### config.mk
export PLATFORM = sky130hd
export DESIGN_NAME = codec_i2c_cfg_seq
export DESIGN_NICKNAME = d
export VERILOG_FILES = /design/src/rtl/codec_i2c_cfg_seq.sv
export SDC_FILE = /design/constraint.sdc
export NUM_CORES = 1
export LEC_CHECK = 0
export ABC_AREA = 1
export CAP_MARGIN = 40
export CELL_PAD_IN_SITES_DETAIL_PLACEMENT = 1
export CELL_PAD_IN_SITES_GLOBAL_PLACEMENT = 1
export CORE_AREA = 5 5 82 84
export DETAILED_ROUTE_END_ITERATION = 10
export DIE_AREA = 0 0 87 89
export PLACE_DENSITY_LB_ADDON = 0.1
export SYNTH_ARGS = -nofsm -noshare
export SYNTH_HDL_FRONTEND = slang
export SYNTH_SLANG_ARGS = --single-unit
export TNS_END_PERCENT = 30
### constraint.sdc
create_clock -name clk_clk -period 2.76 [get_ports clk_clk]
set_input_delay 0.828 -clock clk_clk [delete_from_list [all_inputs] [get_ports clk_clk]]
set_output_delay 0.828 -clock clk_clk [all_outputs]
set_load 0.1 [all_outputs]
### src/rtl/codec_i2c_cfg_seq.sv
// WM8731 power-up configuration sequencer.
// Walks an 11-entry register table and writes each entry to the codec over a
// bit-banged I2C bus. Each entry is one write of three bytes: device address,
// {reg, data[8]} and data[7:0]. A NACK on an entry finishes that transaction
// and retries it, up to MAX_RETRY times.
//
// state   | meaning
// --------+------------------------------------------------------------
// S_IDLE  | bus released, waiting for start (or the post-reset auto-start)
// S_START | 2 quarters: SCL=1/SDA released, then SCL=1/SDA low
// S_BIT   | 4 quarters per data bit, SDA valid from q0, SCL high q2..q3
// S_ACK   | 4 quarters, SDA released, slave ACK sampled on the q3 tick
// S_STOP  | 3 quarters: SCL=0/SDA low, SCL=1/SDA low, SCL=1/SDA released
// S_GAP   | 4 quarters of idle bus, then next entry / retry / finish
// S_DONE  | every entry acknowledged
// S_ERR   | retries exhausted on err_index
module codec_i2c_cfg_seq #(
    parameter int unsigned QUARTER_DIV = 125,
    parameter logic [6:0]  DEV_ADDR    = 7'h1A,
    parameter int unsigned MAX_RETRY   = 3
) (
    input  logic       clk_clk,
    input  logic       reset_reset,
    input  logic       start,
    output logic       i2c_sclk,
    output logic       i2c_sdat_oe,
    input  logic       i2c_sdat_in,
    output logic       busy,
    output logic       done,
    output logic       ack_err,
    output logic [3:0] err_index
);

    localparam int DIV_W = (QUARTER_DIV > 1) ? $clog2(QUARTER_DIV) : 1;
    localparam int RTY_W = (MAX_RETRY > 0) ? $clog2(MAX_RETRY + 1) : 1;
    // Index is advanced past the last entry on its final ACK; seeing this
    // value at the end of GAP means the whole table has been written.
    localparam logic [3:0] END_INDEX = 4'd11;

    typedef enum logic [2:0] {
        S_IDLE, S_START, S_BIT, S_ACK, S_STOP, S_GAP, S_DONE, S_ERR
    } state_t;

    state_t             state_q, state_d;
    logic [1:0]         qcnt_q, qcnt_d;
    logic [2:0]         bit_q, bit_d;
    logic [1:0]         byte_q, byte_d;
    logic [3:0]         index_q, index_d;
    logic [RTY_W-1:0]   retry_q, retry_d;
    logic               nack_q, nack_d;
    logic [DIV_W-1:0]   div_q, div_d;
    logic               busy_q, busy_d;
    logic               done_q, done_d;
    logic               err_q, err_d;
    logic [3:0]         err_index_q, err_index_d;
    logic               auto_q;

    logic               tick;
    logic [15:0]        word;
    logic [7:0]         cur_byte;
    logic               tx_bit;

    // Table word = {reg[6:0], data[8:0]}.
    function automatic logic [15:0] table_word(input logic [3:0] idx);
        case (idx)
            4'd0:    table_word = {7'd15, 9'h000};
            4'd1:    table_word = {7'd6,  9'h000};
            4'd2:    table_word = {7'd0,  9'h017};
            4'd3:    table_word = {7'd1,  9'h017};
            4'd4:    table_word = {7'd2,  9'h079};
            4'd5:    table_word = {7'd3,  9'h079};
            4'd6:    table_word = {7'd4,  9'h012};
            4'd7:    table_word = {7'd5,  9'h000};
            4'd8:    table_word = {7'd7,  9'h042};
            4'd9:    table_word = {7'd8,  9'h000};
            4'd10:   table_word = {7'd9,  9'h001};
            default: table_word = 16'h0000;
        endcase
    endfunction

    // Quarter-bit strobe; the divider only runs during a table run.
    assign tick  = busy_q && (div_q == DIV_W'(QUARTER_DIV - 1));
    assign div_d = (busy_q && !tick) ? div_q + DIV_W'(1) : '0;

    // Select the byte being shifted out and the current MSB-first bit.
    always_comb begin
        word = table_word(index_q);
        case (byte_q)
            2'd0:    cur_byte = {DEV_ADDR, 1'b0};
            2'd1:    cur_byte = word[15:8];
            default: cur_byte = word[7:0];
        endcase
        tx_bit = cur_byte[3'd7 - bit_q];
    end

    // State and datapath registers; reset releases the bus at once.
    always_ff @(posedge clk_clk or posedge reset_reset) begin
        if (reset_reset) begin
            state_q     <= S_IDLE;
            qcnt_q      <= '0;
            bit_q       <= '0;
            byte_q      <= '0;
            index_q     <= '0;
            retry_q     <= '0;
            nack_q      <= 1'b0;
            div_q       <= '0;
            busy_q      <= 1'b0;
            done_q      <= 1'b0;
            err_q       <= 1'b0;
            err_index_q <= '0;
            auto_q      <= 1'b1;
        end else begin
            state_q     <= state_d;
            qcnt_q      <= qcnt_d;
            bit_q       <= bit_d;
            byte_q      <= byte_d;
            index_q     <= index_d;
            retry_q     <= retry_d;
            nack_q      <= nack_d;
            div_q       <= div_d;
            busy_q      <= busy_d;
            done_q      <= done_d;
            err_q       <= err_d;
            err_index_q <= err_index_d;
            auto_q      <= 1'b0;
        end
    end

    // Next-state logic: bus phases advance only on the quarter tick.
    always_comb begin
        state_d     = state_q;
        qcnt_d      = qcnt_q;
        bit_d       = bit_q;
        byte_d      = byte_q;
        index_d     = index_q;
        retry_d     = retry_q;
        nack_d      = nack_q;
        busy_d      = busy_q;
        done_d      = done_q;
        err_d       = err_q;
        err_index_d = err_index_q;
        case (state_q)
            S_IDLE, S_DONE, S_ERR: begin
                if (start || auto_q) begin
                    state_d     = S_START;
                    qcnt_d      = '0;
                    bit_d       = '0;
                    byte_d      = '0;
                    index_d     = '0;
                    retry_d     = '0;
                    nack_d      = 1'b0;
                    busy_d      = 1'b1;
                    done_d      = 1'b0;
                    err_d       = 1'b0;
                    err_index_d = '0;
                end
            end
            S_START: begin
                if (tick) begin
                    if (qcnt_q == 2'd1) begin
                        state_d = S_BIT;
                        qcnt_d  = '0;
                        bit_d   = '0;
                    end else begin
                        qcnt_d = qcnt_q + 2'd1;
                    end
                end
            end
            S_BIT: begin
                if (tick) begin
                    qcnt_d = qcnt_q + 2'd1;
                    if (qcnt_q == 2'd3) begin
                        if (bit_q == 3'd7) begin
                            state_d = S_ACK;
                        end else begin
                            bit_d = bit_q + 3'd1;
                        end
                    end
                end
            end
            S_ACK: begin
                if (tick) begin
                    qcnt_d = qcnt_q + 2'd1;
                    if (qcnt_q == 2'd3) begin
                        if (i2c_sdat_in) begin
                            state_d = S_STOP;
                            nack_d  = 1'b1;
                        end else if (byte_q == 2'd2) begin
                            state_d = S_STOP;
                            index_d = index_q + 4'd1;
                            retry_d = '0;
                        end else begin
                            state_d = S_BIT;
                            byte_d  = byte_q + 2'd1;
                            bit_d   = '0;
                        end
                    end
                end
            end
            S_STOP: begin
                if (tick) begin
                    if (qcnt_q == 2'd2) begin
                        state_d = S_GAP;
                        qcnt_d  = '0;
                    end else begin
                        qcnt_d = qcnt_q + 2'd1;
                    end
                end
            end
            S_GAP: begin
                if (tick) begin
                    qcnt_d = qcnt_q + 2'd1;
                    if (qcnt_q == 2'd3) begin
                        byte_d = '0;
                        bit_d  = '0;
                        if (nack_q) begin
                            nack_d = 1'b0;
                            if (retry_q == RTY_W'(MAX_RETRY)) begin
                                state_d     = S_ERR;
                                err_d       = 1'b1;
                                err_index_d = index_q;
                                busy_d      = 1'b0;
                            end else begin
                                state_d = S_START;
                                retry_d = retry_q + RTY_W'(1);
                            end
                        end else if (index_q == END_INDEX) begin
                            state_d = S_DONE;
                            done_d  = 1'b1;
                            busy_d  = 1'b0;
                            index_d = '0;
                        end else begin
                            state_d = S_START;
                        end
                    end
                end
            end
            default: state_d = S_IDLE;
        endcase
    end

    // Bus drive decoded from state and quarter; idle states release the bus.
    always_comb begin
        i2c_sclk    = 1'b1;
        i2c_sdat_oe = 1'b0;
        case (state_q)
            S_START: i2c_sdat_oe = qcnt_q[0];
            S_BIT: begin
                i2c_sclk    = qcnt_q[1];
                i2c_sdat_oe = ~tx_bit;
            end
            S_ACK:   i2c_sclk = qcnt_q[1];
            S_STOP: begin
                i2c_sclk    = (qcnt_q != 2'd0);
                i2c_sdat_oe = (qcnt_q != 2'd2);
            end
            default: ;
        endcase
    end

    assign busy      = busy_q;
    assign done      = done_q;
    assign ack_err   = err_q;
    assign err_index = err_index_q;

endmodule

* Word-level counts from Yosys, hierarchy flattened
Memory sizes are Yosys's and may differ from the RTL's.
Index checks and enable logic that the tools add are counted.
** Storage, ports and cells
- Flip-flop bits (word level) :: 32
- Memory bits (read-only) :: 176
- Input bits :: 4
- Output and inout port bits :: 9
- Logic and storage cells :: 187
- Memories :: 1
** Operators by class
- Add/sub/neg operators :: 7
- Order comparisons :: 1
- Eq/ne operators :: 42
- Multiplexer cells :: 99
- Bitwise logic cells :: 1
- Reduce and logical (&&, ||, !) cells :: 23
** Memory list
- (name not given) :: depth 16, bits a word 11, rd ports 1, clocked after Yosys merged registers in 0, wr ports 0, RTL line 65 : case (idx)
** Operators with widths (number)
- 3-bit two-way mux :: 29
- 4-bit two-way mux :: 13
- 2-bit != test, second input constant :: 23
- 2-bit two-way mux :: 20
- 1-bit two-way mux :: 21
- 10-bit AND reduction :: 2
- 3-bit case mux with 6 select lines :: 1
- 6-bit AND reduction :: 3
- 8-bit case mux with 2 select lines :: 1
- 3-bit == test, second input constant :: 5
- 3-bit case mux with 5 select lines :: 1
- 13-bit AND reduction :: 1
- 2-bit case mux with 3 select lines :: 2
- 4-bit case mux with 3 select lines :: 1
- 12-bit AND reduction :: 1
- 2-bit == test, second input constant :: 4
- 1-bit case mux with 2 select lines :: 4
- 2-bit case mux with 4 select lines :: 1
- 4-bit case mux with 2 select lines :: 1
- 8-bit AND reduction :: 1
- 7-bit by 1-bit adder with 7-bit output, second input constant :: 1
- 7-bit == test, second input constant :: 1
- 7-bit two-way mux :: 1
- 7-bit AND reduction :: 1
- 25 further kinds :: 34

* Depth between registers and ports, before layout
Gate-level depths: netlist (run 1).
- Depth after elaboration :: 6
- Mapped depth :: 12
- Depth with buffers taken out :: 12

* Worst setup path after synthesis (run 1)
OpenSTA, ideal clock, no wires.
- Path type :: reg2out
- From :: register index_q[2]
- To :: output i2c_sdat_oe
- Arrival time :: 2.105 ns
- Data required time :: 1.932 ns
- Setup slack :: -0.173 ns
- Cell stages (with the launch flop) :: 12
- Buffers on the path :: 0
- Cell sequence :: dfrtp_1 clkinv_1 ha_1 nor2_1 inv_1 nand2_1 nor2_1 nor2_1 nand3_1 nand3_1 nand2_1 nand2_1
** Between the ends
- Word-level cells in the longest chain between the ends :: 6
** RTL lines
- start: declaration :: RTL line 48 : logic [3:0] index_q, index_d;
- start signal: assignment :: RTL line 117 : index_q <= index_d;
- memory read 16 x 11 bit
- 8-bit case mux with 2 select lines :: RTL line 88 : case (byte_q)
- 1-bit binary-select mux with 3-bit select :: RTL line 93 : tx_bit = cur_byte[3'd7 - bit_q];
- 1-bit two-way mux (implied by the code) :: RTL line 93
- 1-bit NOT :: RTL line 250 : i2c_sdat_oe = ~tx_bit;
- 1-bit case mux with 3 select lines :: RTL line 246 : case (state_q)
- end: declaration :: RTL line 26 : output logic i2c_sdat_oe,
Every way passes these cells. The select of a mux whose other input is x is not followed.

* Final worst setup path (run 1)
Same ends and word-level chain as after synthesis.

==> impl_metrics.tcl, run 1 <==
set metrics [dict create \
    synth_warnings 0 \
    drt-pass1-iter-count 4 \
    fp.dieW_um 87 \
    worstHoldStart "div_q[0]" \
    hold_end "div_q[0]" \
    core_area_um2 5850 \
    synth_nets 376 \
    path_class "flop to primary output" \
    crit_path_max_fanout 4 \
    r2r_setup_slack_ns 0.94 \
    hold-worst-slack_ns 0.495 \
    overflow 0 \
    cpPeakStageDelay_ns 0.40 \
    drv_slew 0 \
    whs_path_depth 1 \
    clk_pin_slew_ns 0.07 \
    cts_sinks 32 \
    power_mw 3.24 \
    drive_above_1_share 0.233 \
    status "completed" \
    numCtsBuffers 5 \
    critical-path-top-delay-family "simple AND/OR/NAND/NOR gates" \
    cts_tree "done" \
    grt.total_usage 0.184 \
    drt_wl_total_um 6540 \
    finClkSkew_ns 0.00701 \
    antennaDiodeCount 0 \
    cp_num_buf_inv 3 \
    netlist_area_um2 2550 \
    syn_avg_cell_area_um2 7.32 \
    r2r.worst_path.cells 9 \
    min_path_type "flop to flop" \
    initialDrtViolationCount 52 \
    regArea_um2 803 \
    drt_drc_violations_left 0 \
    fin_cells 452 \
    antenna_found_initial 0 \
    initial_utilization 0.437 \
    rsz0062_at_grt "true" \
    dp_hpwl_um 5030 \
    viasPerCell 5.00 \
    yosys.cell_types.count 36 \
    multiInputGateArea_um2 1600 \
    layout_common_cells "nand2_1 (117), inv_1 (32), dfrtp_1 (30)" \
    crit_top_cell "nand3_1" \
    dieArea_um2 7740 \
    fill_cells 762 \
    cap_violations 0 \
    place_ws_ns 0.207 \
    syn_inst 349 \
    post_drt_wl_per_cell_um 14.5 \
    p_leak_nw 1.52 \
    final_cell_area_um2 3000 \
    worst_ep_arrival_time_ns 1.88 \
    fin_util 0.512 \
    die_height_um 89 \
    gp_congestion 0.784 \
    hold_viol_final 0 \
    end_kind "primary output" \
    min_period_ns 2.71 \
    ant_nets 0 \
    setup_tns_ns 0 \
    postPlaceCellArea_um2 2800 \
    crit_chain "buf_4, ha_2, inv_1, nor2_1, nand3_1, nand3_1, nor2_1, nand2_1, nand3_1, nand2_1, nand2_2, buf_12" \
    vias 2262 \
    clock_path_buffers 2 \
    required_ns 1.93 \
    grt_pass1_vias 2400 \
    cp-start-kind "flop" \
    cts_max_level 2 \
    num_io_pins 13 \
    yosysSeqAreaShare 0.314 \
    fmax_mhz 369 \
    period_share 0.981 \
    dpl.cell_count 440 \
    setup_viol 0 \
    syn2layout_area_growth_pct 17.3 \
    crit_slowest_cell "dfrtp_1" \
    grt_pass1_wl_um 11100 \
    clk_latency_ns 0.29 \
    io_buffer_count 12 \
    powerDensity_nw_per_um2 1080 \
    fin_ws_ns 0.0512 \
    reg2reg_from "state_q[0]" \
    cts_root_buf "clkbuf_8" \
    r2r_end "err_index[0]" \
    vdd_drop_max_mv 0.725 \
    synth_seq_cells 32 \
    layout.nets 403 \
    rows 28 \
    grt_max_degree 33 \
    final_common_cell "nand2_1" \
]
==> final cells by class <==
class / instances / area share
clock inverter: 1 / 0.0100
inverter: 42 / 0.0543
multi-input combinational: 272 / 0.534
tap: 75 / 0.0313
sequential: 32 / 0.268
clock buffer: 7 / 0.0322
timing repair buffer: 23 / 0.0697
==> worst register-to-register path, delay by kind of cell, from the launching register on <==
| kind | cells | cell delay [ns] |
|---|---|---|
| AOI/OAI and AO/OA | 1 | 0.15 |
| DFF | 1 | 0.56 |
| buffers and inverters | 2 | 0.43 |
| and+or+nand+nor | 6 | 0.60 |
==> what timing repair did <==
action | CTS | global route
setup endpoints to repair | 1 | 1
resized for setup | 6 | 11
hold buffers | 0 | 0
pin swaps | 0 | 1
setup buffers | 4 | 0
hold endpoints to repair | 0 | 0
==> cells by family after synthesis <==
kind of cell / after synthesis / synth area share
fa+ha+maj: 23 / 0.113
flops: 32 / 0.314
compound gates: 45 / 0.0979
other cells: 1 / 0.00147
xor+xnor: 2 / 0.00686
buf+inv: 45 / 0.0730
simple gates: 201 / 0.394
==> routing by layer <==
| layer | vias up | routed length [um] | track usage | part of all wire |
|---|---|---|---|---|
| li1 | 1170 | - | - | - |
| met1 | 1065 | 3110 | 0.222 | 0.48 |
| met2 | 21 | 3170 | 0.328 | 0.48 |
| met3 | 6 | 175 | 0.0341 | 0.027 |
| met4 | 0 | 87 | 0.0595 | 0.013 |
| met5 | - | 0 | 0 | 0 |
==> how the worst max path moves through the flow <==
stage               start          end  slack, ns  cells past startpoint
5_1_grt         byte_q[0]  i2c_sdat_oe      -0.05                     11
3_5_place_dp   index_q[1]  i2c_sdat_oe       0.21                     12
2_1_floorplan  index_q[2]  i2c_sdat_oe       0.08                     11
3_3_place_gp   index_q[1]  i2c_sdat_oe       0.24                     12
4_1_cts         byte_q[0]  i2c_sdat_oe      0.002                     13
6_report       index_q[2]  i2c_sdat_oe       0.05                     12
==> registers in the layout (all words and copies together), names as in the netlist <==
name and cells:
state_q 3, retry_q 2, done 1, err_index 4
ack_err 1, byte_q 2, busy 1, div_q 7
bit_q 3, nack_q 1, qcnt_q 2, index_q 4
auto_q 1
==> cell usage after synthesis (all sizes together) <==
cell type	count	area, um^2
o21ai	31	170
and3	1	6.26
a31oi	1	6.26
nand4	7	73.8
a21oi	11	58.8
conb	1	3.75
buf	3	23.8
nand3b	3	22.5
or2	2	12.5
nor3b	2	15.0
nor3	1	5.00
nand3	24	173
inv	40	150
xor2	2	17.5
ha	23	288
clkinv	2	12.5
nor2	29	156
dfrtp	31	776
a22oi	1	7.51
nand2	132	543
dfstp	1	26.3
o211ai	1	7.51
==> report_power, final <==
part	switching, mW	leakage [nW]	internal, mW
Combinational	1.35	1.03	0.653
Clock	0.191	0.0645	0.319
Sequential	0.149	0.429	0.578
Note: power is estimated with default switching activity, not from simulation.
==> run 2: changes to the inputs <==
CTS_BUF_LIST = sky130_fd_sc_hd__clkbuf_8   (was not set)
SLEW_MARGIN = 15   (was not set)
==> results of run 2 <==
Final layout, timing and power as in run 1 (identical DEF).
==> run 3: changes to the inputs <==
ABC_AREA = not set   (was 1)
CORE_AREA = 5 5 80 82   (was 5 5 82 84)
DIE_AREA = 0 0 85 87   (was 0 0 87 89)
PLACE_DENSITY_LB_ADDON = 0.3   (was 0.1)
==> run 3 against run 2 <==
Compared with the run above: the flow now finishes with violations (negative setup slack); via count is 4.5% lower; largest power group is now registers; critical path depth is 4 lower; register-to-register slack worse by 0.53 ns; clock-buffer cell count is 2 lower.
==> impl_metrics.tcl, run 3 <==
set metrics [dict create \
    status "complete, but fails checks" \
    violations "negative setup slack" \
    vias 2161 \
    io_buffer_count 12 \
    cpPeakStageDelay_ns 0.42 \
    fp.dieW_um 85 \
    min_path_type "flop to flop" \
    syn2layout_area_growth_pct 23.3 \
    yosys.cell_count.top_type "dfrtp_1" \
    cts_sinks 32 \
    ant_nets 0 \
    swShare 0.230 \
    cap_violations 0 \
    syn_inst 282 \
    top_register "div_q" \
    grt_pass1_wl_um 10800 \
    tightest_slew_ns 0.608 \
    drt_drc_violations_left 0 \
    maxSlewHeadroom 0.595 \
    min_period_ns 2.86 \
    clk_latency_ns 0.29 \
    p_clk_frac 0.464 \
    synth_edf_count 0 \
    end_kind "primary output" \
    ys_top_cells_by_area "dfrtp_1 (32%), ha_1 (12%), nor2_1 (4.6%)" \
    setup_viol 1 \
    drt-pass1-iter-count 4 \
    crit_slowest_cell "dfrtp_1" \
    synth_top_area_frac 0.317 \
    synth_flop_cell "dfrtp_1" \
    hold_viol_final 0 \
    rsz0062_at_grt "true" \
    yosysSeqAreaShare 0.328 \
    overflow 0 \
    layout_common_cells "dfrtp_1 (29), nor2_1 (27), buf_4 (26)" \
    required_ns 1.93 \
    num_io_pins 13 \
    crit_chain "ha_4, buf_6, nor3b_2, o211ai_1, o311a_1, o31ai_2, o22ai_2, buf_12" \
    p_leak_nw 1.35 \
    drt_wl_total_um 6480 \
    vdd_drop_max_mv 0.208 \
    antennaDiodeCount 0 \
    final_common_cell "dfrtp_1" \
    fin_ws_ns -0.0984 \
    initial_utilization 0.431 \
    worst_ep_arrival_time_ns 2.03 \
    netlist_area_um2 2440 \
    viasPerCell 5.60 \
    place_ws_ns 0.0353 \
    cts_root_buf "clkbuf_8" \
    synth_warnings 0 \
    numCtsBuffers 5 \
    cts_max_level 2 \
    synth_nets 309 \
    finClkSkew_ns 0.00242 \
    die_height_um 87 \
    powerDensity_nw_per_um2 324 \
    grt_max_degree 33 \
    cp-start-kind "flop" \
    crit_path_max_fanout 4 \
    grt_pass1_vias 2225 \
    dieArea_um2 7400 \
    ys_top_cells_by_count "dfrtp_1 (31), nor2_1 (30), ha_1 (23)" \
    largest_reg_flops 7 \
    fill_cells 663 \
    async_flop_share 1.00 \
    dpl.cell_count 368 \
    fmax_mhz 350 \
    path_class "flop to primary output" \
    internal-power_mw 0.753 \
    clk_pin_slew_ns 0.07 \
    p_switching_mw 0.225 \
    yosys.cell_types.count 63 \
    grt.total_usage 0.183 \
    rows 28 \
    layout.nets 337 \
    drv_slew 0 \
    post_drt_wl_per_cell_um 16.8 \
    p_seq_frac 0.492 \
    clock_path_buffers 2 \
    drive_above_1_share 0.254 \
    cts_tree "done" \
    core_area_um2 5680 \
    initialDrtViolationCount 56 \
    period_share 1.04 \
    synth_seq_cells 32 \
    fin_cells 386 \
    gp_congestion 0.767 \
    syn_avg_cell_area_um2 8.67 \
    antenna_found_initial 0 \
    synth_top_area_cell "dfrtp_1" \
    combinationalPowerShare 0.044 \
    dp_hpwl_um 4510 \
]
-- run 3: changes by cell type in the layout (fill, tap and decap cells not counted), sizes merged, moves of 5 or more --
cell and change:
o21ai -9, mux2i +9, buf +11, nand3 -15, inv -18, nand2 -111
nor3 +6, mux2 +7, a31oi +5
-- run 3: cells by family (layout without fill, tap and decap cells) --
kind of cell             count (synthesis)  after routing  share of synthesized area
AO/OA/AOI/OAI                           74             74                      0.202
XOR/XNOR                                 5              5                     0.0179
adder cells (fa/ha/maj)                 23             23                      0.118
buffers and inverters                   36             65                     0.0589
flip-flops                              32             32                      0.328
multiplexers                            16             16                     0.0691
other                                    1              1                    0.00153
AND/OR/NAND/NOR                         95             95                      0.205
-- run 3: area by class of cell --
| class | count | area [um^2] | share of cell area |
|---|---|---|---|
| Clock buffer | 5 | 68.8 | 0.0228 |
| Clock inverter | 3 | 38.8 | 0.0129 |
| Inverter | 23 | 88.8 | 0.0295 |
| Multi-Input combinational cell | 214 | 1620 | 0.538 |
| Sequential cell | 32 | 805 | 0.267 |
| Tap cell | 75 | 93.8 | 0.0311 |
| Timing Repair Buffer | 34 | 299 | 0.0992 |
-- run 3: layer usage --
layer / GRT usage / vias to the layer above / wire length, um
met1: 0.230 / 1067 / 2980
met3: 0.0350 / 13 / 119
met4: 0.0748 / 0 / 152
met2: 0.310 / 26 / 3230
met5: 0 / - / 0
li1: - / 1055 / -
-- run 3: critical path, delay by kind of cell, from the launching register on --
kind / cells / cell delay [ns]
flip-flops: 1 / 0.42
buffers and inverters: 2 / 0.31
AO/OA/AOI/OAI: 4 / 0.63
AND/OR/NAND/NOR: 1 / 0.17
adder cells (fa/ha/maj): 1 / 0.20
-- run 3: repair_timing --
item / in CTS / in global routing
pin swaps: 10 / 5
setup buffers: 6 / 4
hold buffers: 0 / 0
gates resized for setup: 24 / 7
setup endpoints to repair: 1 / 1
-- run 3: final timing paths --
| path | startpoint | endpoint | slack, ns | cells past startpoint |
|---|---|---|---|---|
| worst max register to register | index_q[1] | index_q[3] | 0.41 | 9 |
| max in group asynchronous | reset_reset | auto_q | 1.49 | 3 |
| worst max-delay path | byte_q[0] | i2c_sdat_oe | -0.1 | 8 |
| worst min register to register | done | done | 0.50 | 2 |
| worst min-delay path | done | done | 0.50 | 2 |
| min in group asynchronous | reset_reset | err_index[2] | 0.93 | 3 |
-- run 3: power by group through the flow --
stage | registers [mW] | clock network [mW] | logic [mW]
finish | 0.480 | 0.454 | 0.0431
global route | 0.481 | 0.492 | 0.0496
CTS | 0.480 | 0.470 | 0.0445
detailed placement | 0.489 | 0 | 0.0442
global placement | 0.489 | 0 | 0.0434
floorplan | 0.493 | 0 | 0.0238
-- run 3: stage by stage --
stage	util	hold WS (ns)	power [mW]	setup TNS, ns	area, um^2
2_1_floorplan	-	0.476	0.517	-0.269	2460
3_3_place_gp	0.477	0.482	0.532	0	2710
3_5_place_dp	0.477	0.489	0.534	0	2710
4_1_cts	0.522	0.505	0.995	-0.0853	2960
5_1_grt	0.531	0.541	1.02	-0.186	3010
6_report	0.531	0.499	0.977	-0.0984	3010
